### src/rtl/div_arb_pkg.sv
`default_nettype none
// ============================================================================
// Module  : div_arb_pkg
// Brief   : Shared constants and FSM state encoding for the divider arbiter.
// Revision: 1.0 - initial release
// ============================================================================
package div_arb_pkg;

    localparam int c_default_width          = 8;
    localparam int c_default_num_req        = 2;
    localparam int c_default_timeout_cycles = 64;

    typedef enum logic [1:0] {
        ST_IDLE    = 2'd0,
        ST_ISSUE   = 2'd1,
        ST_WAIT    = 2'd2,
        ST_RESPOND = 2'd3
    } state_t;

endpackage
`default_nettype wire

### src/rtl/rr_arbiter.sv
`default_nettype none
// ============================================================================
// Module  : rr_arbiter
// Brief   : Combinational round-robin pick; search starts at ptr and wraps.
// Revision: 1.0 - initial release
// ============================================================================
module rr_arbiter
    import div_arb_pkg::*;
#(
    parameter int NUM_REQ = c_default_num_req,
    parameter int PTR_W   = $clog2(NUM_REQ)
) (
    input  logic [NUM_REQ-1:0] req_valid,
    input  logic [PTR_W-1:0]   ptr,
    output logic [NUM_REQ-1:0] grant,
    output logic               any_req
);

    logic [PTR_W-1:0] w_idx;

    always_comb begin
        grant   = '0;
        any_req = 1'b0;
        w_idx   = '0;
        for (int k = 0; k < NUM_REQ; k++) begin
            w_idx = PTR_W'((int'(ptr) + k) % NUM_REQ);
            if (!any_req && req_valid[w_idx]) begin
                grant[w_idx] = 1'b1;
                any_req      = 1'b1;
            end
        end
    end

endmodule
`default_nettype wire

### src/rtl/div_arbiter.sv
`default_nettype none
// ============================================================================
// Module  : div_arbiter
// Brief   : Round-robin arbiter sharing one divider among NUM_REQ requesters.
//           Optional WAIT watchdog enabled by macro DIV_ARB_TIMEOUT_EN.
// Revision: 1.0 - initial release
// ============================================================================
module div_arbiter
    import div_arb_pkg::*;
#(
    parameter int NUM_REQ        = c_default_num_req,
    parameter int WIDTH          = c_default_width,
    parameter int TIMEOUT_CYCLES = c_default_timeout_cycles
) (
    input  logic                     clk,
    input  logic                     rst,
    input  logic [NUM_REQ-1:0]       req_valid,
    input  logic [NUM_REQ*WIDTH-1:0] req_dividend,
    input  logic [NUM_REQ*WIDTH-1:0] req_divisor,
    output logic [NUM_REQ-1:0]       req_ready,
    output logic [NUM_REQ-1:0]       rsp_valid,
    output logic [WIDTH-1:0]         rsp_quotient,
    output logic [WIDTH-1:0]         rsp_remainder,
    output logic                     rsp_error,
    output logic                     rsp_timeout,
    output logic                     div_start,
    output logic [WIDTH-1:0]         div_dividend,
    output logic [WIDTH-1:0]         div_divisor,
    input  logic [WIDTH-1:0]         div_quotient,
    input  logic [WIDTH-1:0]         div_remainder,
    input  logic                     div_done,
    input  logic                     div_error,
    output logic                     busy
);

    localparam int c_ptr_w = $clog2(NUM_REQ);

    state_t               r_state;
    state_t               w_next_state;
    logic [c_ptr_w-1:0]   r_ptr;
    logic [c_ptr_w-1:0]   r_winner;
    logic [c_ptr_w-1:0]   w_grant_idx;
    logic [NUM_REQ-1:0]   w_grant;
    logic [NUM_REQ-1:0]   w_winner_onehot;
    logic                 w_any_req;
    logic                 w_timeout_hit;
    logic [WIDTH-1:0]     w_sel_dividend;
    logic [WIDTH-1:0]     w_sel_divisor;
    logic [WIDTH-1:0]     r_dividend;
    logic [WIDTH-1:0]     r_divisor;
    logic [WIDTH-1:0]     r_quotient;
    logic [WIDTH-1:0]     r_remainder;
    logic                 r_error;
    logic                 r_timeout;

    rr_arbiter #(
        .NUM_REQ (NUM_REQ),
        .PTR_W   (c_ptr_w)
    ) u_rr_arbiter (
        .req_valid (req_valid),
        .ptr       (r_ptr),
        .grant     (w_grant),
        .any_req   (w_any_req)
    );

    always_comb begin
        w_grant_idx    = '0;
        w_sel_dividend = '0;
        w_sel_divisor  = '0;
        for (int i = 0; i < NUM_REQ; i++) begin
            if (w_grant[i]) begin
                w_grant_idx    = c_ptr_w'(i);
                w_sel_dividend = req_dividend[i*WIDTH +: WIDTH];
                w_sel_divisor  = req_divisor[i*WIDTH +: WIDTH];
            end
        end
    end

    assign w_winner_onehot = {{(NUM_REQ-1){1'b0}}, 1'b1} << r_winner;

`ifdef DIV_ARB_TIMEOUT_EN
    localparam int c_cnt_w = $clog2(TIMEOUT_CYCLES + 1);

    logic [c_cnt_w-1:0] r_wait_cnt;

    // Counts completed WAIT cycles; cleared whenever the FSM is elsewhere.
    always_ff @(posedge clk or posedge rst) begin
        if (rst) begin
            r_wait_cnt <= '0;
        end else if (r_state != ST_WAIT) begin
            r_wait_cnt <= '0;
        end else begin
            r_wait_cnt <= r_wait_cnt + 1'b1;
        end
    end

    assign w_timeout_hit = (r_state == ST_WAIT) && !div_done &&
                           (r_wait_cnt == c_cnt_w'(TIMEOUT_CYCLES - 1));
`else
    localparam int c_unused_timeout = TIMEOUT_CYCLES;

    assign w_timeout_hit = 1'b0;
`endif

    always_ff @(posedge clk or posedge rst) begin
        if (rst) begin
            r_state <= ST_IDLE;
        end else begin
            r_state <= w_next_state;
        end
    end

    always_comb begin
        w_next_state = r_state;
        req_ready    = '0;
        rsp_valid    = '0;
        div_start    = 1'b0;
        busy         = (r_state != ST_IDLE);
        unique case (r_state)
            ST_IDLE: begin
                if (w_any_req) begin
                    w_next_state = ST_ISSUE;
                end
            end
            ST_ISSUE: begin
                req_ready    = w_winner_onehot;
                div_start    = 1'b1;
                w_next_state = ST_WAIT;
            end
            ST_WAIT: begin
                if (div_done || w_timeout_hit) begin
                    w_next_state = ST_RESPOND;
                end
            end
            ST_RESPOND: begin
                rsp_valid    = w_winner_onehot;
                w_next_state = ST_IDLE;
            end
            default: w_next_state = ST_IDLE;
        endcase
    end

    always_ff @(posedge clk or posedge rst) begin
        if (rst) begin
            r_ptr       <= '0;
            r_winner    <= '0;
            r_dividend  <= '0;
            r_divisor   <= '0;
            r_quotient  <= '0;
            r_remainder <= '0;
            r_error     <= 1'b0;
            r_timeout   <= 1'b0;
        end else begin
            if (r_state == ST_IDLE && w_any_req) begin
                r_winner   <= w_grant_idx;
                r_ptr      <= (w_grant_idx == c_ptr_w'(NUM_REQ - 1)) ? '0 : w_grant_idx + 1'b1;
                r_dividend <= w_sel_dividend;
                r_divisor  <= w_sel_divisor;
            end
            // A real div_done wins over a watchdog expiry in the same cycle.
            if (r_state == ST_WAIT && div_done) begin
                r_quotient  <= div_quotient;
                r_remainder <= div_remainder;
                r_error     <= div_error;
                r_timeout   <= 1'b0;
            end else if (w_timeout_hit) begin
                r_quotient  <= '0;
                r_remainder <= '0;
                r_error     <= 1'b1;
                r_timeout   <= 1'b1;
            end
        end
    end

    assign div_dividend  = r_dividend;
    assign div_divisor   = r_divisor;
    assign rsp_quotient  = r_quotient;
    assign rsp_remainder = r_remainder;
    assign rsp_error     = r_error;
    assign rsp_timeout   = r_timeout;

endmodule
`default_nettype wire

### config.mk
export PLATFORM = sky130hd
export DESIGN_NAME = div_arbiter
export DESIGN_NICKNAME = d
export VERILOG_FILES = /design/src/rtl/div_arb_pkg.sv /design/src/rtl/rr_arbiter.sv /design/src/rtl/div_arbiter.sv
export SDC_FILE = /design/constraint.sdc
export NUM_CORES = 1
export LEC_CHECK = 0
export CAP_MARGIN = 20
export CORE_UTILIZATION = 39
export CTS_BUF_LIST = sky130_fd_sc_hd__clkbuf_2
export DETAILED_ROUTE_END_ITERATION = 12
export PLACE_DENSITY = 0.83
export RECOVER_POWER = 25
export SLEW_MARGIN = 20
export SYNTH_ARGS = -nofsm -noshare
export SYNTH_HDL_FRONTEND = slang
export SYNTH_SLANG_ARGS = --single-unit
### constraint.sdc
create_clock -name clk -period 2.09 [get_ports clk]
set_input_delay 0.418 -clock clk [delete_from_list [all_inputs] [get_ports clk]]
set_output_delay 0.418 -clock clk [all_outputs]
set_load 0.005 [all_outputs]
==> run_results.csv <==
group,metric,value,unit
routing,vias_per_cell,4.993,
floorplanning,die_w,66.48,um
setup_path,critPathBufInv,2,
cts,clock_sinks,37,
logic_synthesis,yosysTopAreaCell,"dfrtp_1",
final_layout,fillers,302,
setup_path,path_max_fanout,3,
global_route,grt_pass1_vias,1353,
global_route,grt_start_max_net_pins,38,
timing,clock.fmax,504.1,MHz
global_route,grt_usage,19.83,%
cts,cts_hold_buf,0,
logic_synthesis,synth_xor_xnor_area_share,0,%
cts,cts_buffer_depth,2,
logic_synthesis,muxShareOfSynthArea,12.73,%
routing,wl_per_cell,14.70,um
final_layout,diodes,0,
routing,num_vias,1333,
logic_synthesis,synth_top_family_by_area,"compound AO/OA/AOI/OAI gates",
timing,whs,0.5321,ns
job,cap_viol_max_count,0,
cts,h-tree-depth,2,
floorplanning,ios,94,
routing,routed_wl,3.926,mm
logic_synthesis,synth_ff_type,"dfrtp_1",
placement,portBuffers,92,
power,peakVddDrop,0.5866,mV
power,netSwitchingFraction,30.96,%
global_route,grt.overflow.total,0,
setup_path,path_class,"register to output port",
cts,clkTransAtPathRegs,0.19,ns
logic_synthesis,ys_warn_count,0,
final_layout,area_growth,63.66,%
logic_synthesis,synth_area,0.001622,sq mm
power,seqPwrFrac,37.5,%
timing,setup_viol,0,
timing,tns,0,ns
power,pwr-share-comb,53.2,%
timing,maxSlewViolCount,0,
final_layout,multi_input_area,649.4,sq um
power,leakage,1.140,nW
setup_path,required,1.67,ns
timing,rsz0062_at_grt,"no",
setup_path,crit_start,"r_state[1]",
setup_path,cp.arrival,1.57,ns
global_route,antenna_found_initial,0,
routing,drt-pass1-iter-count,4,
setup_path,path_cells,"inv_2, ha_2, clkdlybuf4s50_1",
placement,globalplace.congestion,0.7097,
logic_synthesis,synthCells,117,
timing,slew_headroom,41.69,%
cts,numCtsBuffers,5,
logic_synthesis,syn_avg_cell_area,13.86,sq um
routing,antenna_left,0,
floorplanning,start_util,40.54,%
floorplanning,die_area,0.004420,sq mm
floorplanning,rows,23,
logic_synthesis,async_reset_ff_share,100.0,%
routing,drt_iter0_drc,32,
logic_synthesis,netlist-cell-type-count,21,
power,p_int,2.362,mW
final_layout,layout-drive-gt1-share,17.97,%
logic_synthesis,synth_nets,175,
setup_path,end_kind,"output port",
setup_path,worstSetupStartpointType,"register",
timing,hold_violations,0,
logic_synthesis,seq_area_frac_synth,57.10,%
cts,cts_tree,"done",
power,p_per_area,1289,mW/mm^2
timing,tightest_slew,0.8746,ns
timing,period_minus_slack,1.984,ns
power,clockPowerShare,9.3,%
logic_synthesis,synth_compound_area_share,14.66,%
final_layout,final_util,66.34,%
timing,period_share,94.92,%
global_route,grt_pass1_wl,6.341,mm
placement,dp_hpwl,2.932,mm
logic_synthesis,synth-simple-area-share,8.410,%
final_layout,seq_area,927.1,sq um
routing,drc,0,
power,power,3.421,mW
min_path,hp-class,"register to register",
final_layout,fin_nets,274,
status,outcome,"complete, no violations",
logic_synthesis,synthTopCellsByArea,"dfrtp_1 (57%), mux2_2 (12%), a221o_1 (9.9%), and2_0 (3.5%), and2_1 (3.5%)",
logic_synthesis,yosysTopAreaCellShare,57.10,%
min_path,hold_start,"rsp_quotient[4]",
cts,clk_latency,0.39,ns
setup_path,r2r-start,"r_state[1]",
setup_path,cpMaxStageDelayCell,"clkdlybuf4s50_1",
setup_path,crit_family,"buffers and inverters",
setup_path,crit_path_max_incr_delay,0.49,ns
power,p_sw,1.059,mW
logic_synthesis,synth_edf_count,0,
logic_synthesis,synth_seq_cells,37,
logic_synthesis,synth_fa_ha_area_share,3.086,%
floorplanning,core-area,0.004000,sq mm
timing,finClkSkew,0.01995,ns
floorplanning,die_h,66.48,um
cts,cts_root_buf,"clkbuf_2",
-- power groups by stage --
stage	combinational [mW]	sequential [mW]	clock, mW
2_1_floorplan	0.796	1.29	0
5_1_grt	1.99	1.33	0.366
3_5_place_dp	1.79	1.29	0
6_report	1.82	1.28	0.318
4_1_cts	1.83	1.28	0.335
3_3_place_gp	1.70	1.27	0
-- cell families (layout without fill, tap and decap cells) --
kind of cell | count (synthesis) | count (layout)
AOI/OAI and AO/OA | 23 | 23
adders and majority gates | 4 | 4
buffers and inverters | 11 | 111
DFF | 37 | 37
muxes | 18 | 18
other | 1 | 1
and+or+nand+nor | 23 | 23
-- final cells by class --
class	count	share of cell area (%)
Clock buffer	5	0.9429
Clock inverter	3	0.6601
Inverter	6	0.8487
Multi-Input combinational cell	69	24.47
Sequential cell	37	34.94
Tap cell	50	2.357
Timing Repair Buffer	97	35.78
-- state kept, by name, indices dropped and copies added, names as in the netlist --
register	cells
div_divisor	8
r_state	2
r_ptr	1
rsp_error	1
r_winner	1
div_dividend	8
rsp_quotient	8
rsp_remainder	8
-- Yosys cell counts, drive strengths merged (2+ instances only) --
cell type and count:
ha 4, nor2b 2, mux2 18, a21oi 2
nand2 3, inv 6, dfrtp 37, a221o 16
buf 5, and2 18
-- metrics by stage --
step                cell area [sq um]  cells  setup WS (ns)
floorplan                        1622    117         0.5261
global placement                 2581    256         0.2482
detailed placement               2581    256         0.1965
CTS                              2648    266       0.009975
global route                     2654    267        0.01975
finish                           2654    267         0.1061
-- per-layer routing --
layer	share of wire, %	track usage (%)
met5	0	0
met1	39	22.48
met2	49	33.42
met4	1.8	7.979
met3	9.7	7.534
-- placed cells by master (no fill, tap or decap), drive strengths merged, types with 2 or more instances in the layout --
cell type / n
clkbuf: 6
ha: 4
inv: 6
clkinv: 3
nor2b: 2
and2: 18
a221o: 16
buf: 4
clkdlybuf4s50: 86
dfrtp: 37
mux2: 18
a21oi: 2
nand2: 3
dlygate4sd2: 5
-- path summary, 6_finish.rpt --
check	to	slack, ns	cells after the start
max	div_start	0.11	3
min	rsp_quotient[4]	0.53	1
max reg2reg	rsp_remainder[1]	0.38	6
min reg2reg	rsp_quotient[4]	0.53	1
max in group asynchronous	r_state[0]	0.81	3
min in group asynchronous	r_ptr	0.70	3
-- repair_timing --
action | CTS | global route
setup endpoints to repair | 5 | 1
gates resized for setup | 9 | 2
buffers inserted | 2 | 1
Power figures use the tool's default switching activity.
